**src/rtl/fifo_uart_tx_if.sv**
```systemverilog
// FIFO read port as seen by its single reader: empty flag, read data and pop strobe.
interface fifo_uart_tx_if;
    logic       buf_empty;
    logic [7:0] buf_out;
    logic       rd_en;

    modport master (input buf_empty, input buf_out, output rd_en);
    modport slave  (output buf_empty, output buf_out, input rd_en);
endinterface

```
**src/rtl/fifo_uart_tx.sv**
```systemverilog
// FIFO drain stage: pops one byte per frame and serialises it as start, 8 data bits
// LSB first, optional parity and 1 or 2 stop bits, timed by an integer clock divider.
module fifo_uart_tx #(
    parameter int unsigned CLKS_PER_BIT = 16,
    parameter int unsigned PARITY       = 0,
    parameter int unsigned STOP_BITS    = 1
) (
    input  logic                  clk,
    input  logic                  rst,
    fifo_uart_tx_if.master        fifo,
    output logic                  tx,
    output logic                  busy,
    output logic [15:0]           frame_cnt
);
    typedef enum logic [2:0] {IDLE, POP, LOAD, START, DATA, PAR, STOP} state_e;

    localparam logic [15:0] LAST_CNT  = 16'(CLKS_PER_BIT - 1);
    localparam logic [2:0]  LAST_STOP = 3'(STOP_BITS - 1);

    state_e      state_q, state_d;
    logic [15:0] cnt_q, cnt_d;
    logic [2:0]  bit_q, bit_d;
    logic [7:0]  shift_q, shift_d;
    logic        par_q, par_d;
    logic [15:0] frame_cnt_q, frame_cnt_d;
    logic        cell_end;

    assign cell_end = (cnt_q == LAST_CNT);

    always_ff @(posedge clk) begin
        // NOTE: non-blocking assignments so every flop samples the pre-edge values.
        if (!rst) begin
            state_q     <= IDLE;
            cnt_q       <= '0;
            bit_q       <= '0;
            shift_q     <= '0;
            par_q       <= 1'b0;
            frame_cnt_q <= '0;
        end else begin
            state_q     <= state_d;
            cnt_q       <= cnt_d;
            bit_q       <= bit_d;
            shift_q     <= shift_d;
            par_q       <= par_d;
            frame_cnt_q <= frame_cnt_d;
        end
    end

    always_comb begin
        // NOTE: every variable gets a default first so no latch is inferred.
        state_d     = state_q;
        cnt_d       = cnt_q + 16'd1;
        bit_d       = bit_q;
        shift_d     = shift_q;
        par_d       = par_q;
        frame_cnt_d = frame_cnt_q;
        case (state_q)
            IDLE: begin
                cnt_d = '0;
                if (!fifo.buf_empty) state_d = POP;
            end
            POP: begin
                cnt_d   = '0;
                state_d = LOAD;
            end
            LOAD: begin
                // buf_out is valid here, one cycle after the pop strobe
                cnt_d   = '0;
                bit_d   = '0;
                shift_d = fifo.buf_out;
                par_d   = (PARITY == 2) ? ~^fifo.buf_out : ^fifo.buf_out;
                state_d = START;
            end
            START: begin
                if (cell_end) begin
                    cnt_d   = '0;
                    state_d = DATA;
                end
            end
            DATA: begin
                if (cell_end) begin
                    cnt_d   = '0;
                    shift_d = {1'b0, shift_q[7:1]};
                    bit_d   = bit_q + 3'd1;
                    if (bit_q == 3'd7) begin
                        bit_d   = '0;
                        state_d = (PARITY != 0) ? PAR : STOP;
                    end
                end
            end
            PAR: begin
                if (cell_end) begin
                    cnt_d   = '0;
                    state_d = STOP;
                end
            end
            STOP: begin
                // bit_q counts stop cells so two stop bits reuse the same cell counter
                if (cell_end) begin
                    cnt_d = '0;
                    bit_d = bit_q + 3'd1;
                    if (bit_q == LAST_STOP) begin
                        bit_d       = '0;
                        frame_cnt_d = frame_cnt_q + 16'd1;
                        state_d     = IDLE;
                    end
                end
            end
            default: state_d = IDLE;
        endcase
    end

    always_comb begin
        tx = 1'b1;
        case (state_q)
            START:   tx = 1'b0;
            DATA:    tx = shift_q[0];
            PAR:     tx = par_q;
            default: tx = 1'b1;
        endcase
    end

    assign fifo.rd_en = (state_q == POP);
    assign busy       = (state_q != IDLE);
    assign frame_cnt  = frame_cnt_q;
endmodule

```
**src/flat_wrapper.sv**
```systemverilog
// flat-port wrapper written by rule: the top's interface ports become plain ports
module fifo_uart_tx_flat 
#(
    parameter int unsigned CLKS_PER_BIT = 16,
    parameter int unsigned PARITY       = 0,
    parameter int unsigned STOP_BITS    = 1
)
  (clk, rst, tx, busy, frame_cnt, fifo_buf_empty, fifo_buf_out, fifo_rd_en);
  fifo_uart_tx_if fifo_i ();
  input  logic clk;
  input  logic rst;
  output logic tx;
  output logic busy;
  output logic [15:0] frame_cnt;
  input wire logic [$bits(fifo_i.buf_empty)-1:0] fifo_buf_empty;
  input wire logic [$bits(fifo_i.buf_out)-1:0] fifo_buf_out;
  output wire logic [$bits(fifo_i.rd_en)-1:0] fifo_rd_en;
  assign fifo_i.buf_empty = fifo_buf_empty;
  assign fifo_i.buf_out = fifo_buf_out;
  assign fifo_rd_en = fifo_i.rd_en;
  fifo_uart_tx #(.CLKS_PER_BIT(CLKS_PER_BIT), .PARITY(PARITY), .STOP_BITS(STOP_BITS)) u_core (.clk(clk), .rst(rst), .fifo(fifo_i), .tx(tx), .busy(busy), .frame_cnt(frame_cnt));
endmodule
```
**config.mk**
```make
export PLATFORM = sky130hd
export DESIGN_NAME = fifo_uart_tx_flat
export DESIGN_NICKNAME = d
export VERILOG_FILES = /design/src/rtl/fifo_uart_tx_if.sv /design/src/rtl/fifo_uart_tx.sv /design/src/flat_wrapper.sv
export SDC_FILE = /design/constraint.sdc
export NUM_CORES = 1
export LEC_CHECK = 0
export ABC_AREA = 1
export CAP_MARGIN = 20
export CORE_MARGIN = 2
export CORE_UTILIZATION = 52
export CTS_BUF_LIST = sky130_fd_sc_hd__clkbuf_8
export CTS_CLUSTER_DIAMETER = 60
export CTS_CLUSTER_SIZE = 28
export DETAILED_ROUTE_END_ITERATION = 16
export DONT_BUFFER_PORTS = 1
export GPL_TIMING_DRIVEN = 0
export PLACE_DENSITY = 0.67
export SLEW_MARGIN = 20
export SYNTH_ARGS = -nofsm -noshare
export SYNTH_HDL_FRONTEND = slang
export SYNTH_SLANG_ARGS = --single-unit
```
**constraint.sdc**
```tcl
create_clock -name clk -period 1.79 [get_ports clk]
set_clock_uncertainty 0.15 [all_clocks]
set_input_delay 0.4475 -clock clk [delete_from_list [all_inputs] [get_ports clk]]
set_output_delay 0.4475 -clock clk [all_outputs]
set_load 0.02 [all_outputs]
```
### Yosys cells after proc, flatten, opt, wreduce, memory -nomap -nowiden

Cells that the tools add are included.

| cells by class | value |
|---|---|
| add/subtract/negate cells | 3 |
| multiply operators | 0 |
| div/mod/pow operators | 0 |
| $lt $le $gt $ge | 0 |
| equality and inequality tests | 15 |
| shift operators | 0 |
| mux-type cells | 18 |
| bitwise gates (word level) | 0 |
| reductions and logical operators | 12 |

Operators by type and width:

| cell | count |
|---|---|
| two-way mux 3 bit | 11 |
| adder 16 x 1 -> 16 bit (second input constant) | 2 |
| case mux 16 bit (2 select lines) | 1 |
| case mux 3 bit (7 select lines) | 1 |
| == test 16 x 4 -> 1 bit (second input constant) | 1 |
| two-way mux 16 bit | 1 |
| case mux 8 bit (2 select lines) | 1 |
| == test 3 bit (second input constant) | 4 |
| inequality test 2 x 1 -> 1 bit (second input constant) | 6 |
| case mux 3 bit (3 select lines) | 1 |
| two-way mux 8 bit | 1 |
| parity 8 bit | 1 |
| AND reduction 7 bit | 1 |
| == test 3 x 2 -> 1 bit (second input constant) | 2 |
| zero test 3 bit | 2 |
| AND reduction 3 bit | 2 |
| nonzero test 3 bit | 2 |
| OR reduction 4 bit | 1 |
| adder 3 x 1 -> 3 bit (second input constant) | 1 |
| == test 3 x 1 -> 1 bit (second input constant) | 1 |
| case mux 1 bit (3 select lines) | 1 |
| OR reduction 3 bit | 1 |
| inequality test 2 bit (second input constant) | 1 |
| AND reduction 2 bit | 1 |
| nonzero test 2 bit | 1 |

| word-level totals | value |
|---|---|
| bits in registers | 47 |
| latch bits | 0 |
| memory bits (writable) | 0 |
| memory bits (read-only) | 0 |
| output and inout port bits | 19 |
| logic and storage cells | 54 |
| memories | 0 |

### Longest topological paths before layout

| depth | value |
|---|---|
| depth after elaboration | 4 |
| gate-level depth with buffers | 11 |

### Least setup slack after synthesis

OpenSTA, ideal clock, no wires.

| path | value |
|---|---|
| path kind | register to register |
| start | register u_core.frame_cnt_q[0], in the netlist u_core.frame_cnt[0] |
| end | register u_core.frame_cnt_q[8], in the netlist u_core.frame_cnt[8] |
| library setup time | 132 ps |
| arrival time | 1,368 ps |
| required time | 1,508 ps |
| path slack | 140 ps |
| stages on the path, launching flop included | 8 |
| buffers on the path | 0 |
| clock period less this slack | 1,650 ps |
| cell sequence | dfxtp_1 -> ha_1 -> nand2_1 -> nor2_1 -> nand2_1 -> xnor2_1 -> nand2_1 -> a21oi_1 |

| between the ends | value |
|---|---|
| cells in the longest elaborated chain, start to end | 1 |

Ends and longest elaborated chain:

| what | RTL line | text |
|---|---|---|
| start: declaration | fifo_uart_tx.sv:25 | `logic [15:0] frame_cnt_q, frame_cnt_d;` |
| start signal: assignment | fifo_uart_tx.sv:45 | `frame_cnt_q <= frame_cnt_d;` |
| adder 16 x 1 -> 16 bit | fifo_uart_tx.sv:104 | `frame_cnt_d = frame_cnt_q + 16'd1;` |

Every way passes these cells.
A chain may end at the register's enable or synchronous reset.

### Worst setup path in the final report

| path | value |
|---|---|
| start | register u_core.state_q[2] |
| end | output tx |

| between the ends | value |
|---|---|
| cells in the longest elaborated chain, start to end | 2 |

Ends and longest elaborated chain:

| what | RTL line | text |
|---|---|---|
| start: declaration | fifo_uart_tx.sv:20 | `state_e state_q, state_d;` |
| start signal: assignment | fifo_uart_tx.sv:40 | `state_q <= state_d;` |
| == test 3 bit or == test 3 x 2 -> 1 bit (tied branches) | fifo_uart_tx.sv:115 | `case (state_q)` |
| case mux 1 bit (3 select lines) (*) | fifo_uart_tx.sv:115 |  |
| end: declaration | flat_wrapper.sv:12 | `output logic tx;` |

Every way passes the cells marked *; elsewhere a longest branch is shown, timed or not.

==> flow_summary_export.csv <==
group,metric,value,unit
setup_path,r2r_cells,8,
clock_tree,root_buffer,"clkbuf_8",
timing,worst_slack,44.35,ps
synthesis,synth_edf_count,0,
grt,grt_pass1_vias,2065,
grt,gr-total-overflow,0,
final_layout,final_core_utilization,58.94,%
synthesis,ys.flop_type,"dfxtp_1",
setup_path,worstPathRequired,1190,ps
clock_tree,cts.sinks,47,
status,status,"complete, no violations",
final_layout,stdcell_area,2953,sq um
die,num_rows,26,
placed_design,io_buffers,0,
grt,use_met3,4.497,%
route,dr.pass1.iters,4,
grt,busiest_layer,"met2",
setup_path,crit_path_end_kind,"output pin",
final_layout,syn_to_final_growth,10.95,%
timing,hold_violations,0,
grt,grt_max_degree,14,
synthesis,yosys.area.top_type,"dfxtp_1",
pwr,ir_drop,0.7053,mV
die,ios,30,
setup_path,setup.worst_path.start_class,"flop",
route,route.detailed.drc,0,
synthesis,synth_area_leaders,"dfxtp_1 35%, nand2_1 15%, nor2_1 11%",
setup_path,cp_data_arrival_time,1150,ps
timing,rsz0062_at_grt,"yes",
synthesis,synth_most_common_cell,"nand2_1",
grt,grt_pass1_wl,8976,microns
synthesis,ys_seq_elements,47,
synthesis,synth.distinct_cells,28,
grt,met2_usage,34.40,%
placed_design,dp_slack,-146.6,ps
die,core_area,5010,sq um
timing,setup_viol,0,
die,initial_utilization,53.12,%
setup_path,r2r_slack,60,ps
setup_path,r2r-start,"u_core.cnt_q[1]",
synthesis,yosys_warnings,0,
grt,grt_util_met1,26.04,%
die,die_area,5706,sq um
setup_path,setup.worst_path.start,"u_core.state_q[2]",
placed_design,placed_area,2749,sq um
clock_tree,clk-insertion-delay-late,290,ps
timing,fmax,572.9,MHz
final_layout,n_antenna_cell,0,
hold_path,whs_endpoint,"u_core.frame_cnt[5]",
clock_tree,cts_tree,"yes",
setup_path,timing.rr.end,"u_core.frame_cnt[13]",
route,routedWlPerCell,11.59,microns
timing,fin_crit_sh,97.52,%
synthesis,synthCells,405,
clock_tree,cts_buffers,5,
synthesis,synthesis.area,2661,sq um
route,routed_wl,5623,microns
final_layout,drive_gt1_share,12.77,%
route,vias,2398,
final_layout,nets,431,
route,drt_iter0_drc,83,
route,drtAntennaViolNets,0,
grt,antenna_found_initial,0,
synthesis,synth_top_cells_by_count,"104 x nand2_1, 76 x nor2_1, 47 x dfxtp_1",
hold_path,hold_class,"in -> reg",
synthesis,seq_area_frac_synth,35.35,%
synthesis,syn_area_per_cell,6.571,sq um
setup_path,crit_fanout,4,
pwr,leakage,1.177,nW
timing,worst_slew_margin_rel,66.16,%
die,die_y,75.54,microns
grt,grt_usage,20.19,%
synthesis,ys_async_sr_fraction,0,%
synthesis,yosysTopAreaCellShare,35.35,%
route,vias_per_cell,4.944,
setup_path,worstSetupPathType,"reg -> out",
clock_tree,max-clock-path-buffers,2,
timing,max_slew.worst_pin.slew,507.6,ps
hold_path,min_path_cells,2,
die,die_w,75.54,microns
timing,min_period,1746,ps
placed_design,dpl.hpwl,4114,microns
clock_tree,hold_buffers,0,
hold_path,hold_path.startpoint,"rst",
clock_tree,cts_max_level,2,
pwr,power.density,960.1,nW/um^2
synthesis,syn_nets,421,
timing,finalMaxSlewViolations,0,
flow_run,drv_cap,0,
placed_design,gp_congestion,0.8327,
clock_tree,clk_pin_slew,80,ps
-- logic make-up (layout without fill, tap and decap cells) --
family,count (synthesis),count (layout),share of synthesized area (%)
flip-flops,47,47,35.35
adder cells (fa/ha/maj),5,5,2.351
AO/OA/AOI/OAI,42,42,8.368
buffers and inverters,53,63,8.932
XOR/XNOR,22,22,7.240
AND/OR/NAND/NOR,236,236,37.75
-- critical path: stages, from the launching register on --
cell and delay, ps:
dfxtp_1 470, nand2_4 110, a21oi_2 180, a21oi_4 100
-- power breakdown --
part	switching [W]	internal [W]	total, W
sequential	0.0000741	0.00116	0.00123
clock	0.000345	0.000304	0.000649
combinational	0.000612	0.000341	0.000954
-- state kept, by name, summed over array words and instances, names as in the netlist --
| signal | count |
|---|---|
| u_core.par_q | 1 |
| u_core.cnt_q | 16 |
| u_core.shift_q | 8 |
| u_core.state_q | 3 |
| u_core.bit_q | 3 |
| u_core.frame_cnt | 16 |
-- stage by stage --
step                std cells  TNS (ps)  power, W  hold WS (ps)
floorplan                 405         0  0.001983         267.5
global route              485    -65.10  0.003029         138.1
global placement          475     -1186  0.002115         283.2
detailed placement        475     -1663  0.002133         290.5
CTS                       484         0  0.002822         127.6
finish                    485         0  0.002835         141.1
-- how the worst max path moves through the flow --
stage,slack (ps),end
2_1_floorplan,140,u_core.frame_cnt[8]
3_3_place_gp,-120,u_core.shift_q[0]
3_5_place_dp,-150,u_core.shift_q[0]
4_1_cts,10,u_core.frame_cnt[11]
5_1_grt,-30,tx
6_report,40,tx
-- cell usage in the layout (no fill, tap or decap), types with 2 or more instances in the layout --
cell / Yosys / layout
dfxtp_1: 47 / 39
nand3_2: 2 / 2
dfxtp_2: 0 / 8
buf_6: 3 / 3
nand4_1: 10 / 10
buf_4: 0 / 4
nor2_4: 2 / 3
nand2_4: 1 / 2
nand3_1: 28 / 27
nor2_2: 0 / 5
a21oi_1: 27 / 24
inv_2: 1 / 3
clkbuf_1: 2 / 2
nand2_2: 2 / 2
nor2_1: 76 / 70
clkbuf_8: 0 / 6
nor3_1: 7 / 7
a21oi_2: 1 / 3
xnor2_1: 9 / 9
xor2_1: 13 / 13
o21ai_0: 11 / 11
o21a_1: 2 / 2
ha_1: 5 / 3
clkinv_2: 1 / 2
buf_2: 3 / 2
inv_1: 41 / 39
nand2_1: 104 / 103
-- routing by layer --
metal / routed length [microns] / vias up
met4: 53 / 0
met5: 0 / -
li1: - / 1298
met2: 2660 / 36
met1: 2688 / 1059
met3: 221 / 5
-- area by class of cell --
cell class / instances / area (sq um)
buffer: 9 / 73.82
timing repair buffer: 3 / 22.52
clock inverter: 1 / 5.005
clock buffer: 6 / 82.58
multi-input combinational: 305 / 1564
fill: 515 / 2057
inverter: 44 / 166.4
tap: 70 / 87.58
sequential: 47 / 950.9
-- what timing repair did --
| item | in CTS | in global routing |
|---|---|---|
| gates resized for setup | 11 | 20 |
| setup endpoints to repair | 29 | 42 |
| setup buffers | 2 | 1 |
| pin swaps | 2 | 1 |
Note: power is estimated with default switching activity, not from simulation.
